## src/rtl/debounce_edge_n.sv

```systemverilog
// debounce_edge_n: per-channel synchroniser, saturating debounce filter and registered rise/fall pulses
module debounce_edge_n #(
  parameter int N = 4,
  parameter int SYNC_STAGES = 3,
  parameter int DEBOUNCE_CYCLES = 16
) (
  input  logic         clk,
  input  logic         reset,
  input  logic [N-1:0] data_in,
  output logic [N-1:0] level_out,
  output logic [N-1:0] pulse_rise,
  output logic [N-1:0] pulse_fall,
  output logic         any_event
);
  localparam int CW = $clog2(DEBOUNCE_CYCLES + 1);
  localparam logic [CW-1:0] CMAX = CW'(DEBOUNCE_CYCLES - 1);
  logic [N-1:0][SYNC_STAGES-1:0] sync_q, sync_d;
  logic [N-1:0][CW-1:0] cnt_q, cnt_d;
  logic [N-1:0] lvl_q, lvl_d, rise_q, rise_d, fall_q, fall_d, s_out, flip, done;
  always_comb begin
    sync_d = sync_q;
    cnt_d = cnt_q;
    lvl_d = lvl_q;
    rise_d = '0;
    fall_d = '0;
    s_out = '0;
    flip = '0;
    done = '0;
    for (int i = 0; i < N; i++) begin
      sync_d[i] = {sync_q[i][SYNC_STAGES-2:0], data_in[i]};
      s_out[i] = sync_q[i][SYNC_STAGES-1];
      flip[i] = s_out[i] != lvl_q[i];
      done[i] = flip[i] && cnt_q[i] == CMAX;
      // any return to the stable level restarts the count, so glitches never accumulate
      cnt_d[i] = (flip[i] && !done[i]) ? cnt_q[i] + 1'b1 : '0;
      lvl_d[i] = done[i] ? s_out[i] : lvl_q[i];
      rise_d[i] = done[i] & s_out[i];
      fall_d[i] = done[i] & ~s_out[i];
    end
  end
  always_ff @(posedge clk) begin
    if (reset) begin
      sync_q <= '0;
      cnt_q <= '0;
      lvl_q <= '0;
      rise_q <= '0;
      fall_q <= '0;
    end else begin
      sync_q <= sync_d;
      cnt_q <= cnt_d;
      lvl_q <= lvl_d;
      rise_q <= rise_d;
      fall_q <= fall_d;
    end
  end
  assign level_out = lvl_q;
  assign pulse_rise = rise_q;
  assign pulse_fall = fall_q;
  assign any_event = |{rise_q, fall_q};
endmodule

```

## config.mk

```make
export PLATFORM = sky130hd
export DESIGN_NAME = debounce_edge_n
export DESIGN_NICKNAME = d
export VERILOG_FILES = /design/src/rtl/debounce_edge_n.sv
export SDC_FILE = /design/constraint.sdc
export NUM_CORES = 1
export LEC_CHECK = 0
export ABC_AREA = 1
export ABC_CLOCK_PERIOD_IN_PS = 3100
export CAP_MARGIN = 20
export CORE_MARGIN = 4
export CORE_UTILIZATION = 40
export CTS_BUF_LIST = sky130_fd_sc_hd__clkbuf_2 sky130_fd_sc_hd__clkbuf_4 sky130_fd_sc_hd__clkbuf_8
export CTS_CLUSTER_DIAMETER = 80
export CTS_CLUSTER_SIZE = 16
export DETAILED_ROUTE_END_ITERATION = 10
export PLACE_DENSITY = 0.69
export SYNTH_ARGS = -nofsm -noshare
export SYNTH_HDL_FRONTEND = slang
export SYNTH_SLANG_ARGS = --single-unit
export TNS_END_PERCENT = 30
```

## constraint.sdc

```tcl
create_clock -name clk -period 3.1 [get_ports clk]
set_input_delay 0.62 -clock clk [delete_from_list [all_inputs] [get_ports clk]]
set_output_delay 0.62 -clock clk [all_outputs]
set_load 0.05 [all_outputs]
```

==> results of run 1 <==
==> cells in the final DEF, fill, tap and decap left out <==
cell	instances
buf_4	1
nor2_1	48
nand4_1	9
clkdlybuf4s50_1	18
inv_1	36
nand2_1	20
a21oi_1	4
clkinvlp_4	1
inv_2	1
xnor2_1	4
nand3_1	12
clkbuf_8	6
ha_1	8
dfxtp_1	44
clkbuf_4	1
o21ai_0	4
==> final timing paths <==
path / end / slack (ns) / depth (start not counted)
worst min register to register: sync_d[8] / 0.40 / 2
worst max register to register: cnt_q[4] / 1.70 / 7
worst max-delay path: any_event / 0.91 / 3
worst min-delay path: sync_d[8] / 0.40 / 2
==> kinds of logic (layout without fill, tap and decap cells) <==
kind of cell               after synthesis  after routing
DFF                                     44             44
AOI/OAI and AO/OA                        8              8
buffers and inverters                   39             64
adders and majority gates                8              8
xor gates and xnor gates                 4              4
and+or+nand+nor                         89             89
==> cell type report <==
| type | instances | share of cell area |
|---|---|---|
| multi-input cells | 109 | 0.2860 |
| well taps | 48 | 0.03141 |
| inverters | 37 | 0.07264 |
| flip-flops and latches | 44 | 0.4607 |
| repair buffers | 19 | 0.09817 |
| clock inverters | 1 | 0.003927 |
| clock buffers | 7 | 0.04712 |
==> synth_stat cells <==
cell	n	share of area
nor2_1	48	0.11
dfxtp_1	44	0.56
inv_1	36	0.086
nand2_1	20	0.048
nand3_1	12	0.038
nand4_1	9	0.036
ha_1	8	0.063
a21oi_1	4	0.013
o21ai_0	4	0.013
xnor2_1	4	0.022
buf_2	2	0.0063
inv_2	1	0.0024
==> power breakdown <==
part / internal [mW] / switching, mW / total, mW
sequential: 0.572 / 0.00309 / 0.575
combinational: 0.0101 / 0.0121 / 0.0222
clock: 0.190 / 0.179 / 0.368
total: 0.772 / 0.194 / 0.966
==> worst register-to-register path: cells and delay by family, from the launching register on <==
family / cells / cell delay [ns]
buf+inv: 1 / 0.06
flops: 1 / 0.38
simple gates: 4 / 0.42
fa+ha+maj: 2 / 0.44
==> flip-flops by register name, summed over array words and instances (netlist names) <==
name        flops
pulse_fall      4
level_out       4
sync_d          8
pulse_rise      4
cnt_q          20
s_out           4
==> per-stage QoR <==
| step | util | instance area (sq um) | std cells | hold slack [ns] |
|---|---|---|---|---|
| floorplan | - | 1577 | 192 | 0.3883 |
| global placement | 0.4846 | 1814 | 257 | 0.3913 |
| finish | 0.5107 | 1912 | 265 | 0.4035 |
| CTS | 0.5107 | 1912 | 265 | 0.4067 |
| detailed placement | 0.4846 | 1814 | 257 | 0.3964 |
| global route | 0.5107 | 1912 | 265 | 0.4231 |
==> metal layers <==
| metal | up-vias | track usage | wire length [microns] |
|---|---|---|---|
| met4 | 0 | 0.05010 | 24 |
| met1 | 486 | 0.1375 | 1219 |
| met5 | - | 0 | 0 |
| met3 | 2 | 0.04972 | 157 |
| met2 | 19 | 0.1462 | 1031 |
| li1 | 636 | - | - |
==> reports/metrics.yaml, run 1 <==
seqCellArea_sq_um: 880.8
post_cts_buffers: 0
ant_nets: 0
cp-end-kind: "primary output"
dieArea_sq_um: 5010
relSlewSlack: 0.6549
synth-compound-area-share: 0.02540
cts_root_buf: "clkbuf_8"
die_y_microns: 70.78
hold_start: "sync_d[7]"
wl_per_cell_microns: 9.181
critPathSlowestCell: "clkdlybuf4s50_1"
worstSkewPairLatency_ns: 0.29
clkTransAtPathRegs_ns: 0.08
io_buffers: 18
max_stage_delay_ns: 0.80
cts_resized: 0
synth_top_family_by_area: "simple AND/OR/NAND/NOR gates"
grt_pass1_wl_mm: 4.146
start_kind: "register"
path_delay_family: "buffers and inverters"
via_per_inst: 4.313
drc: 0
leakage_nw: 0.7502
hpwl_mm: 1.761
slew_violations: 0
antenna_found_initial: 0
finClkSkew_ns: 0.008473
worstSetupStartpoint: "pulse_fall[3]"
fillers: 358
cts_htree_levels: 2
crit_arrival_ns: 1.57
core_sq_um: 3744
syn-mean-instance-area_sq_um: 8.211
cts_buffer_depth: 2
status: "completed"
synth_area_sq_um: 1577
fmax_mhz: 456.9
period_share: 0.7061
yosys_warnings: 0
start_util: 0.4211
die_x_microns: 70.78
ys_seq_area_frac: 0.5587
drive_above_1_share: 0.04608
finalSetupViolCount: 0
hold_viol_final: 0
dpl_worst_slack_ns: 1.221
setup_slack_ns: 0.9111
power.density_nw_per_um2: 505.1
syn_to_final_growth_pct: 21.27
hp-class: "reg -> reg"
ys_seq_elements: 44
synthAdderAreaFrac: 0.06349
worstPathRequired_ns: 2.48
cts_sinks: 44
routed_wl_mm: 2.433
dr_total_vias: 1143
rr_startpoint: "cnt_q[0]"
dr.pass1.iters: 4
yosys.area_share.simple: 0.2357
crit_buf_inv: 1
ioPinCount: 19
first_iter_violations: 54
ir_drop_mv: 0.4285
synth_cell_type_count: 12
synthesis.nets: 206
cp_cell_sequence: "nor2_1, nand4_1, clkdlybuf4s50_1"
synth-xor-area-share: 0.02222
cts_buffers: 5
synthCells: 192
rows: 22
grt_max_degree: 23
path_max_fanout: 2
track_usage: 0.1054
synthMuxAreaShare: 0
maxCapViolCount: 0
cts_tree: "built"
overflow: 0
nNetsFinal: 230
cts_hold_buf: 0
grt_pass1_vias: 964
totalPowerFinal_mw: 0.9656
fin_setup_tns_ns: 0
path_class: "reg -> out"
worst_pin_slew_ns: 0.5160
rsz0062_at_grt: "no"
period_minus_slack_ns: 2.189
antenna_cells: 0
multi_input_area_sq_um: 546.8
place.gp.congestion: 0.7083
Power figures use the tool's default switching activity.
==> inputs of run 2 (changes only) <==
--- a/config.mk
+++ b/config.mk
@@ -6,7 +6,7 @@
 export NUM_CORES = 1
 export LEC_CHECK = 0
 export ABC_AREA = 1
-export ABC_CLOCK_PERIOD_IN_PS = 3100
+export ABC_CLOCK_PERIOD_IN_PS = 1950
 export CAP_MARGIN = 20
 export CORE_MARGIN = 4
 export CORE_UTILIZATION = 40
@@ -14,7 +14,7 @@
 export CTS_CLUSTER_DIAMETER = 80
 export CTS_CLUSTER_SIZE = 16
 export DETAILED_ROUTE_END_ITERATION = 10
-export PLACE_DENSITY = 0.69
+export PLACE_DENSITY = 0.72
 export SYNTH_ARGS = -nofsm -noshare
 export SYNTH_HDL_FRONTEND = slang
 export SYNTH_SLANG_ARGS = --single-unit
==> constraint.sdc (replaced) <==
create_clock -name clk -period 1.95 [get_ports clk]
set_input_delay 0.39 -clock clk [delete_from_list [all_inputs] [get_ports clk]]
set_output_delay 0.39 -clock clk [all_outputs]
set_load 0.05 [all_outputs]
==> reports/metrics.yaml, run 2 (same netlist as run 1, synthesis figures left out) <==
critPathSlowestCell: "clkdlybuf4s50_1"
cts_htree_levels: 2
ir_drop_mv: 0.5263
dr_total_vias: 1170
ioPinCount: 19
hp-class: "reg -> reg"
antenna_cells: 0
track_usage: 0.1016
place.gp.congestion: 0.7167
io_buffers: 18
wl_per_cell_microns: 9.330
p_comb_frac: 0.024
leakage_nw: 0.7551
first_iter_violations: 65
antenna_found_initial: 0
crit_arrival_ns: 1.50
clkPwrFrac: 0.357
period_share: 0.9705
max_stage_delay_ns: 0.82
post_cts_buffers: 0
regMostFlops: "cnt_q"
status: "completed"
worstSkewPairLatency_ns: 0.28
maxCapViolCount: 0
final_common_cell: "nor2_1"
worstPathRequired_ns: 1.56
worst_pin_slew_ns: 0.4945
core_sq_um: 3744
power.density_nw_per_um2: 783.5
hold_ws_ns: 0.3944
netSwitchingFraction: 0.1995
path_delay_family: "buffers and inverters"
cts_resized: 0
rows: 22
crit_buf_inv: 1
fillers: 366
cp-end-kind: "primary output"
relSlewSlack: 0.6693
hpwl_mm: 1.826
dr.pass1.iters: 4
grt_pass1_vias: 1015
die_x_microns: 70.78
cts_hold_buf: 0
routed_wl_mm: 2.463
fin_setup_tns_ns: 0
clkTransAtPathRegs_ns: 0.08
hold_viol_final: 0
start_util: 0.4211
overflow: 0
finClkSkew_ns: 0.006103
largest_reg_flops: 20
dieArea_sq_um: 5010
grt_max_degree: 22
period_minus_slack_ns: 1.893
die_y_microns: 70.78
slew_violations: 0
cp_cell_sequence: "clkdlybuf4s50_1"
netSwitchingPower_mw: 0.2947
rsz0062_at_grt: "no"
nNetsFinal: 230
path_class: "reg -> out"
fmax_mhz: 528.4
intPower_mw: 1.183
start_kind: "register"
ant_nets: 0
drive_above_1_share: 0.06019
grt_pass1_wl_mm: 3.995
cts_tree: "built"
path_max_fanout: 5
cts_buffers: 5
cts_root_buf: "clkbuf_8"
cts_buffer_depth: 2
syn_to_final_growth_pct: 19.60
cts_sinks: 44
power_frac_seq: 0.619
finalSetupViolCount: 0
layout_common_cells: "48 x nor2_1, 44 x dfxtp_1, 36 x inv_1"
drc: 0
via_per_inst: 4.432
run 2: cell count changes in the layout (fill, tap and decap cells not counted), sizes merged:
cell,previous run,this run
clkinvlp,1,0
clkinv,0,1
clkdlybuf4s50,18,14
clkbuf,7,6
buf,1,5
run 2: power by group through the flow:
stage          logic (mW)  registers (mW)  clock network, mW
6_report           0.0350           0.914              0.528
5_1_grt            0.0394           0.915              0.584
4_1_cts            0.0356           0.914              0.548
3_5_place_dp       0.0355           0.935                  0
3_3_place_gp       0.0346           0.935                  0
2_1_floorplan      0.0201           0.934                  0
run 2: path summary, 6_finish.rpt:
check,from,end,slack (ns),cells after the start
max,level_out[1],level_out[1],0.06,1
min reg2reg,sync_d[5],s_out[1],0.39,2
max reg2reg,cnt_q[5],cnt_q[7],0.51,7
min,sync_d[5],s_out[1],0.39,2
run 2: final cells by class:
type | count | area (sq um) | area share
flip-flops and latches | 44 | 880.8 | 0.4672
multi-input cells | 109 | 546.8 | 0.2900
repair buffers | 19 | 177.7 | 0.09423
inverters | 37 | 138.9 | 0.07366
clock buffers | 6 | 76.32 | 0.04048
well taps | 48 | 60.06 | 0.03185
clock inverters | 1 | 5.005 | 0.002654
run 2: through the flow:
stage                     setup WS (ns)  utilization  area (sq um)  instances  power (mW)
final                           0.05748       0.5037          1886        264       1.477
after global routing           0.004767       0.5037          1886        264       1.539
after CTS                       0.04611       0.5037          1886        264       1.498
after detailed placement         0.3712       0.4820          1804        257      0.9708
after global placement           0.3909       0.4820          1804        257      0.9694
after floorplan                  0.4182            -          1577        192      0.9541
run 2: per-layer routing:
layer  wire length [microns]  GRT usage
met5                       0          0
met4                      43    0.06889
met3                     126    0.03835
met2                    1156     0.1637
met1                    1137     0.1103
==> inputs of run 3 (changes only) <==
--- a/config.mk
+++ b/config.mk
@@ -9,12 +9,12 @@
 export ABC_CLOCK_PERIOD_IN_PS = 1950
 export CAP_MARGIN = 20
 export CORE_MARGIN = 4
-export CORE_UTILIZATION = 40
+export CORE_UTILIZATION = 48
 export CTS_BUF_LIST = sky130_fd_sc_hd__clkbuf_2 sky130_fd_sc_hd__clkbuf_4 sky130_fd_sc_hd__clkbuf_8
 export CTS_CLUSTER_DIAMETER = 80
 export CTS_CLUSTER_SIZE = 16
 export DETAILED_ROUTE_END_ITERATION = 10
-export PLACE_DENSITY = 0.72
+export PLACE_DENSITY = 0.82
 export SYNTH_ARGS = -nofsm -noshare
 export SYNTH_HDL_FRONTEND = slang
 export SYNTH_SLANG_ARGS = --single-unit
==> reports/metrics.yaml, run 3 (same netlist as run 1, synthesis figures left out) <==
routed_wl_mm: 2.575
ioPinCount: 19
path_delay_family: "buffers and inverters"
setup_slack_ns: 0.06372
io_buffers: 18
wl_per_cell_microns: 9.866
path_class: "reg -> out"
final_cell_area_sq_um: 1876
regMostFlops: "cnt_q"
rows: 20
hold_ws_ns: 0.4117
dr.pass1.iters: 4
relSlewSlack: 0.6626
hold_start: "sync_d[1]"
layout_common_cells: "48 x nor2_1, 44 x dfxtp_1, 36 x inv_1"
cts_buffers: 5
cts_htree_levels: 2
fin_setup_tns_ns: 0
antenna_found_initial: 0
syn_to_final_growth_pct: 18.97
critPathSlowestCell: "clkdlybuf4s50_1"
worstSetupStartpoint: "pulse_rise[2]"
cp-end-kind: "primary output"
dieArea_sq_um: 4265
path_max_fanout: 2
hpwl_mm: 1.928
drc: 0
rsz0062_at_grt: "no"
power.density_nw_per_um2: 757.0
ir_drop_mv: 0.4413
power_frac_seq: 0.644
hold_viol_final: 0
nNetsFinal: 230
worst_pin_slew_ns: 0.5053
slew_violations: 0
grt_pass1_vias: 1120
first_iter_violations: 43
crit_buf_inv: 1
via_per_inst: 4.556
track_usage: 0.1423
period_share: 0.9673
overflow: 0
crit_arrival_ns: 1.50
fin_util: 0.6044
cp_cell_sequence: "clkdlybuf4s50_1"
ant_nets: 0
dr_total_vias: 1189
max_stage_delay_ns: 0.80
die_y_microns: 65.31
worstPathRequired_ns: 1.56
fmax_mhz: 530.1
clkPwrFrac: 0.330
clkTransAtPathRegs_ns: 0.11
hp-class: "reg -> reg"
dp.cells: 253
antenna_cells: 0
rr_startpoint: "cnt_q[5]"
finalSetupViolCount: 0
period_minus_slack_ns: 1.886
leakage_nw: 0.8327
core_sq_um: 3103
die_x_microns: 65.31
cts_root_buf: "clkbuf_4"
totalPowerFinal_mw: 1.420
p_comb_frac: 0.025
maxCapViolCount: 0
intPower_mw: 1.132
dpl_worst_slack_ns: 0.3702
worstSkewPairLatency_ns: 0.35
grt_pass1_wl_mm: 4.519
cts_tree: "built"
start_kind: "register"
cts_buffer_depth: 2
status: "completed"
netSwitchingFraction: 0.2028
drive_above_1_share: 0.05991
final_common_cell: "nor2_1"
finClkSkew_ns: 0.005000
largest_reg_flops: 20
cts_sinks: 44
placed_area_sq_um: 1802
stdcell_count: 261
netSwitchingPower_mw: 0.2880
place.gp.congestion: 0.8077
start_util: 0.5081
grt_max_degree: 22
==> run 3: path summary, 6_finish.rpt <==
kind	endpoint	slack, ns	depth (start not counted)
max	pulse_rise[2]	0.06	1
min	sync_d[2]	0.41	2
max reg2reg	cnt_q[8]	0.48	7
min reg2reg	sync_d[2]	0.41	2
==> run 3: area by class of cell <==
| type | instances | area, sq um |
|---|---|---|
| Clock buffer | 8 | 66.31 |
| Timing Repair Buffer | 19 | 187.7 |
| Fill cell | 292 | 1227 |
| Tap cell | 44 | 55.05 |
| Multi-Input combinational cell | 109 | 546.8 |
| Inverter | 37 | 138.9 |
| Sequential cell | 44 | 880.8 |
==> run 3: metal layers <==
| metal | part of all wire | track usage |
|---|---|---|
| met1 | 0.44 | 0.1585 |
| met2 | 0.48 | 0.2276 |
| met3 | 0.052 | 0.05641 |
| met4 | 0.026 | 0.08549 |
| met5 | 0 | 0 |
==> run 3: power by group through the flow <==
stage | clock network, mW | registers (mW) | logic (mW)
floorplan | 0 | 0.934 | 0.0201
global placement | 0 | 0.935 | 0.0348
detailed placement | 0 | 0.935 | 0.0365
CTS | 0.491 | 0.915 | 0.0366
global route | 0.525 | 0.917 | 0.0416
finish | 0.469 | 0.915 | 0.0358
==> run 3: timing repair <==
item | in CTS | in global routing
hold buffers | 0 | 0
resized for setup | 2 | 4
setup buffers | 0 | 0
endpoints found under the setup margin | 2 | 4
==> run 3: worst min-delay path, stage by stage (launching register included) <==
cell and delay [ns]:
dfxtp_1 0.32, inv_1 0.04, nor2_1 0.03
==> RTL change 1: new RTL, settings of run 3 <==
The parameter `DEBOUNCE_CYCLES` goes from 16 to 32.
--- a/src/rtl/debounce_edge_n.sv
+++ b/src/rtl/debounce_edge_n.sv
@@ -3,5 +3,5 @@
   parameter int N = 4,
   parameter int SYNC_STAGES = 3,
-  parameter int DEBOUNCE_CYCLES = 16
+  parameter int DEBOUNCE_CYCLES = 32
 ) (
   input  logic         clk,
Formal check against the unedited RTL: no difference found for any inputs over 10 cycles, from zero or initial values and one cycle with reset high; that may be too few to reach the edited logic, so the function may still have changed.
==> RTL change 1 against run 3 <==
Core utilization fell by 1.0 points; cell area increased by 16%; final cell count increased by 11%; critical endpoint is now level_out[0]; count of clock-buffer cells in the layout down 3; critical path depth did not move; total power rose by 22%; wire length rose by 1.8%; clock skew about the same; sequential cell count increased by 4; synthesized area rose by 16%; sequential share of layout area shrank 2.8 points; worst setup slack worse by 0.0023 ns.
==> RTL change 1: results (changes against run 3) <==
area of the multi-input gates=711.9 µm² (+30%); sequential area share after synthesis=0.5260 (-0.03270); Synthesized Nets=228 (+11%); number of global-route vias before repair=1179 (+5.3%); Non-clock buffering overhead=0.08803 (-0.01203); vias per std cell=4.467 (-1.9%); status=finished, final reports clean; layout cells sized above 1=0.1399 (+0.08001); crit-path max cell delay=0.82 ns (+0.02 ns); placement-stage worst setup slack=0.1838 ns (-0.1864 ns); cell count after synthesis=218 (+14%); Die Wd=69.69 µm (+6.7%); placed cell count=283 (+12%); Hold Slack=0.4023 ns (-0.009418 ns); xor and xnor fraction of the mapped netlist area=0.05753 (+0.03531); DR WL/cell=9.007 µm (-8.7%); number of flip-flops in the largest register=24 (+20%); Reg clk slew, reported paths=0.09 ns (-0.02 ns); multi-input gates=131 (+20%); gr usage total=0.1163 (-0.02603); r2r setup slk=0.78 ns (+0.30 ns); Synth Register Bits=48 (+9.1%); # clk buffers=5 (-3); worst setup margin=0.06143 ns (-0.002288 ns); DR vias=1300 (+9.3%); Crit Reg-Reg Startpoint=cnt_q[0]$_SDFF_PP0_; crit path from=level_out[0]$_SDFFE_PP0P_; FF-to-FF End=cnt_q[1]$_SDFF_PP0_; peak supply drop=0.6190 mV (+40%); power per cell area=796.0 nW/µm² (+5.2%); Hold Path Sink=s_out[0]$_SDFF_PP0_; CP max FO=4 (+2)
RTL change 1: worst min-delay path: cells and delay by family (launching register included):
kind | cells | cell delay (ns)
simple gates | 1 | 0.03
buf+inv | 1 | 0.04
flops | 1 | 0.30
RTL change 1: metal layers:
layer	global-route usage	up-vias	wire, µm
li1	-	706	-
met1	0.1353	566	1171
met2	0.1970	23	1265
met3	0.03478	5	149
met4	0.05106	0	35
met5	0	-	0
RTL change 1: kinds of logic (layout without fill, tap and decap cells):
family,after synthesis,after routing
AOI/OAI and AO/OA,8,8
DFF,48,48
adders and majority gates,4,4
and+or+nand+nor,107,107
buffers and inverters,39,64
xor gates and xnor gates,12,12
RTL change 1: power by group:
part | switching (W) | total [W] | internal (W)
sequential | 0.00000526 | 0.000996 | 0.000990
clock | 0.000314 | 0.000693 | 0.000379
combinational | 0.0000220 | 0.0000419 | 0.0000199
total | 0.000341 | 0.00173 | 0.00139
==> RTL change 2: new RTL, flow settings as in run 3 <==
Made on the original files. Reset style: asynchronous (`reset`), changed in one clocked block.
--- a/src/rtl/debounce_edge_n.sv
+++ b/src/rtl/debounce_edge_n.sv
@@ -39,5 +39,5 @@
     end
   end
-  always_ff @(posedge clk) begin
+  always_ff @(posedge clk or posedge reset) begin
     if (reset) begin
       sync_q <= '0;
Function: no difference found for any inputs over 10 cycles, from zero or initial values and one cycle with reset high; that may be too few to reach the edited logic, so the function may still have changed.
==> RTL change 2 against run 3 <==
Highest routed layer unchanged; synthesized cell count is 16% lower; synthesized area up 12%; clock skew down 0.00074 ns; non-clock buffer count is the same; cell area rose by 13%; sequential cell count unchanged; via count shrank 8.8%; wire length shrank 2.8%; worst setup slack better by 0.00075 ns.
Power is not compared: it rests on default switching activity, and its combinational part moved more than twofold at a synthesized area within 25%.
==> RTL change 2: results (changes against run 3) <==
Hold Path Sink=sync_d[5]$_DFF_PP0_; RePlAce Congestion=0.7789 (-3.6%); critical path's slowest cell=clkdlybuf4s50_1; layout cells sized above 1=0.1330 (+0.07307); first-pass GRT wire length=4.450 mm (-1.5%); Crit Reg-Reg Startpoint=cnt_q[0]$_DFF_PP0_; crit path from=level_out[0]$_DFFE_PP0P_; number of global-route vias before repair=1096 (-2.1%); placed cell count=226 (-11%); top post-synthesis cells by area=dfrtp_1 (63%), ha_1 (7.8%), nor2_1 (5.1%); Biggest register=cnt_q; WHS Path Cells=0 (-2); CP max FO=4 (+2); peak supply drop=0.4026 mV; critical path arrival=1.50 ns (about the same); Pint=0.001375 W; top cells by instance count after synthesis=dfrtp_1 (44), nor2_1 (24), inv_1 (22); setup TNS=0 ns (unchanged); nets=204 (-11%); CP top delay family=buffers and inverters; worst hold path startpoint=sync_d[4]$_DFF_PP0_; DP HPWL=1.930 mm (about the same); Seq power=0.000971 W; status=finished, final reports clean; sequential area share after synthesis=0.6250 (+0.06627); Reg clk slew, reported paths=0.08 ns (-0.03 ns); PortBufs=18 (unchanged); Synth cell types=15 (+3); Async SR Flop Fraction=1.000 (+1.000); H-tree depth=2 (unchanged); crit-path max cell delay=0.82 ns (+0.02 ns); CTS max path bufs=2 (unchanged); worst slew pin tran=0.5287 ns (+0.02341 ns); placement-stage worst setup slack=0.2723 ns (-0.09787 ns); drt total wl=2.502 mm (-2.8%); main flop type after synthesis=dfrtp_1; DR pass1 iterations=4 (unchanged); CTS Root Buffer Type=clkbuf_8; Worst Hold Class=reg2reg; gr usage total=0.1298 (-0.01253); clock insertion delay at the later pin of the skew report=0.28 ns (-0.07 ns); number of synthesis warnings=0 (unchanged); FF-to-FF End=cnt_q[1]$_DFF_PP0_; number of fill cells=274 (-6.2%); Ant. Diodes=0 (unchanged); CTS Buf Count=5 (unchanged); initial antenna violation count=0 (unchanged); P_leak=1.007 nW; vias per std cell=4.632 (+1.7%); cell count after synthesis=161 (-16%); DR WL/cell=10.69 µm (+8.4%); Setup Skew=0.004259 ns (-0.0007411 ns); Synthesized Nets=178 (-14%); number of flip-flops in the largest register=20 (unchanged); initial drt markers=38 (-12%); largest net degree at the start of global routing=45 (+100%); r2r setup slk=0.58 ns (+0.10 ns)
-- RTL change 2: cell count changes after synthesis, sizes merged, moves of 4 or more --
| cell | before | now |
|---|---|---|
| nand2 | 20 | 24 |
| dfxtp | 44 | 0 |
| nand3 | 12 | 5 |
| dfrtp | 0 | 44 |
| nor2 | 48 | 28 |
| nor3 | 0 | 8 |
| a21oi | 4 | 0 |
| nand4 | 9 | 5 |
| inv | 37 | 25 |
-- RTL change 2: routing by layer --
| metal | track usage | wire length, µm | vias to the layer above |
|---|---|---|---|
| met5 | 0 | 0 | - |
| met4 | 0.05211 | 40 | 0 |
| met3 | 0.05024 | 141 | 7 |
| met2 | 0.2241 | 1263 | 19 |
| met1 | 0.1423 | 1055 | 506 |
| li1 | - | - | 552 |
-- RTL change 2: worst max path at each step --
| stage | end | slack [ns] | depth (start not counted) |
|---|---|---|---|
| 3_3_place_gp | any_event | 0.31 | 3 |
| 6_report | level_out[0] | 0.06 | 1 |
| 5_1_grt | level_out[0] | 0.01 | 1 |
| 2_1_floorplan | any_event | 0.36 | 2 |
| 3_5_place_dp | any_event | 0.27 | 3 |
| 4_1_cts | level_out[1] | 0.04 | 1 |
-- RTL change 2: final cells by class --
type	count	area share
Clock buffer	6	0.03609
Clock inverter	2	0.01657
Inverter	25	0.04438
Multi-Input combinational cell	92	0.2680
Sequential cell	44	0.5207
Tap cell	46	0.02722
Timing Repair Buffer	19	0.08698
-- RTL change 2: repair_timing --
item                       4_1_cts  5_1_grt
buffers inserted                 0        0
gates resized for setup          1        1
setup endpoints to repair        1        1
pin swaps                        0        0
-- RTL change 2: cells by family (layout without fill, tap and decap cells) --
| group | count (synthesis) | after routing | share of synthesized area |
|---|---|---|---|
| flops | 44 | 44 | 0.6250 |
| simple gates | 73 | 73 | 0.2124 |
| compound gates | 4 | 4 | 0.01136 |
| xor+xnor | 4 | 4 | 0.01988 |
| buf+inv | 25 | 52 | 0.05327 |
| fa+ha+maj | 11 | 11 | 0.07812 |
-- RTL change 2: metrics by stage --
stage / cell area (µm²) / hold WS, ns / utilization / power, W
6_report: 2115 / 0.3502 / 0.6143 / 0.001728
5_1_grt: 2115 / 0.3586 / 0.6143 / 0.001811
4_1_cts: 2112 / 0.3524 / 0.6136 / 0.001755
3_5_place_dp: 2002 / 0.3347 / 0.5816 / 0.001077
3_3_place_gp: 2002 / 0.3337 / 0.5816 / 0.001067
2_1_floorplan: 1762 / 0.3312 / - / 0.001045
-- RTL change 2: worst reg2reg max path, stage by stage, from the launching register on --
cell     delay [ns]
dfrtp_1        0.41
ha_1           0.23
nand2_1        0.07
nor2_1         0.04
ha_1           0.19
inv_1          0.11
nand3_2        0.13
nor2_1         0.12
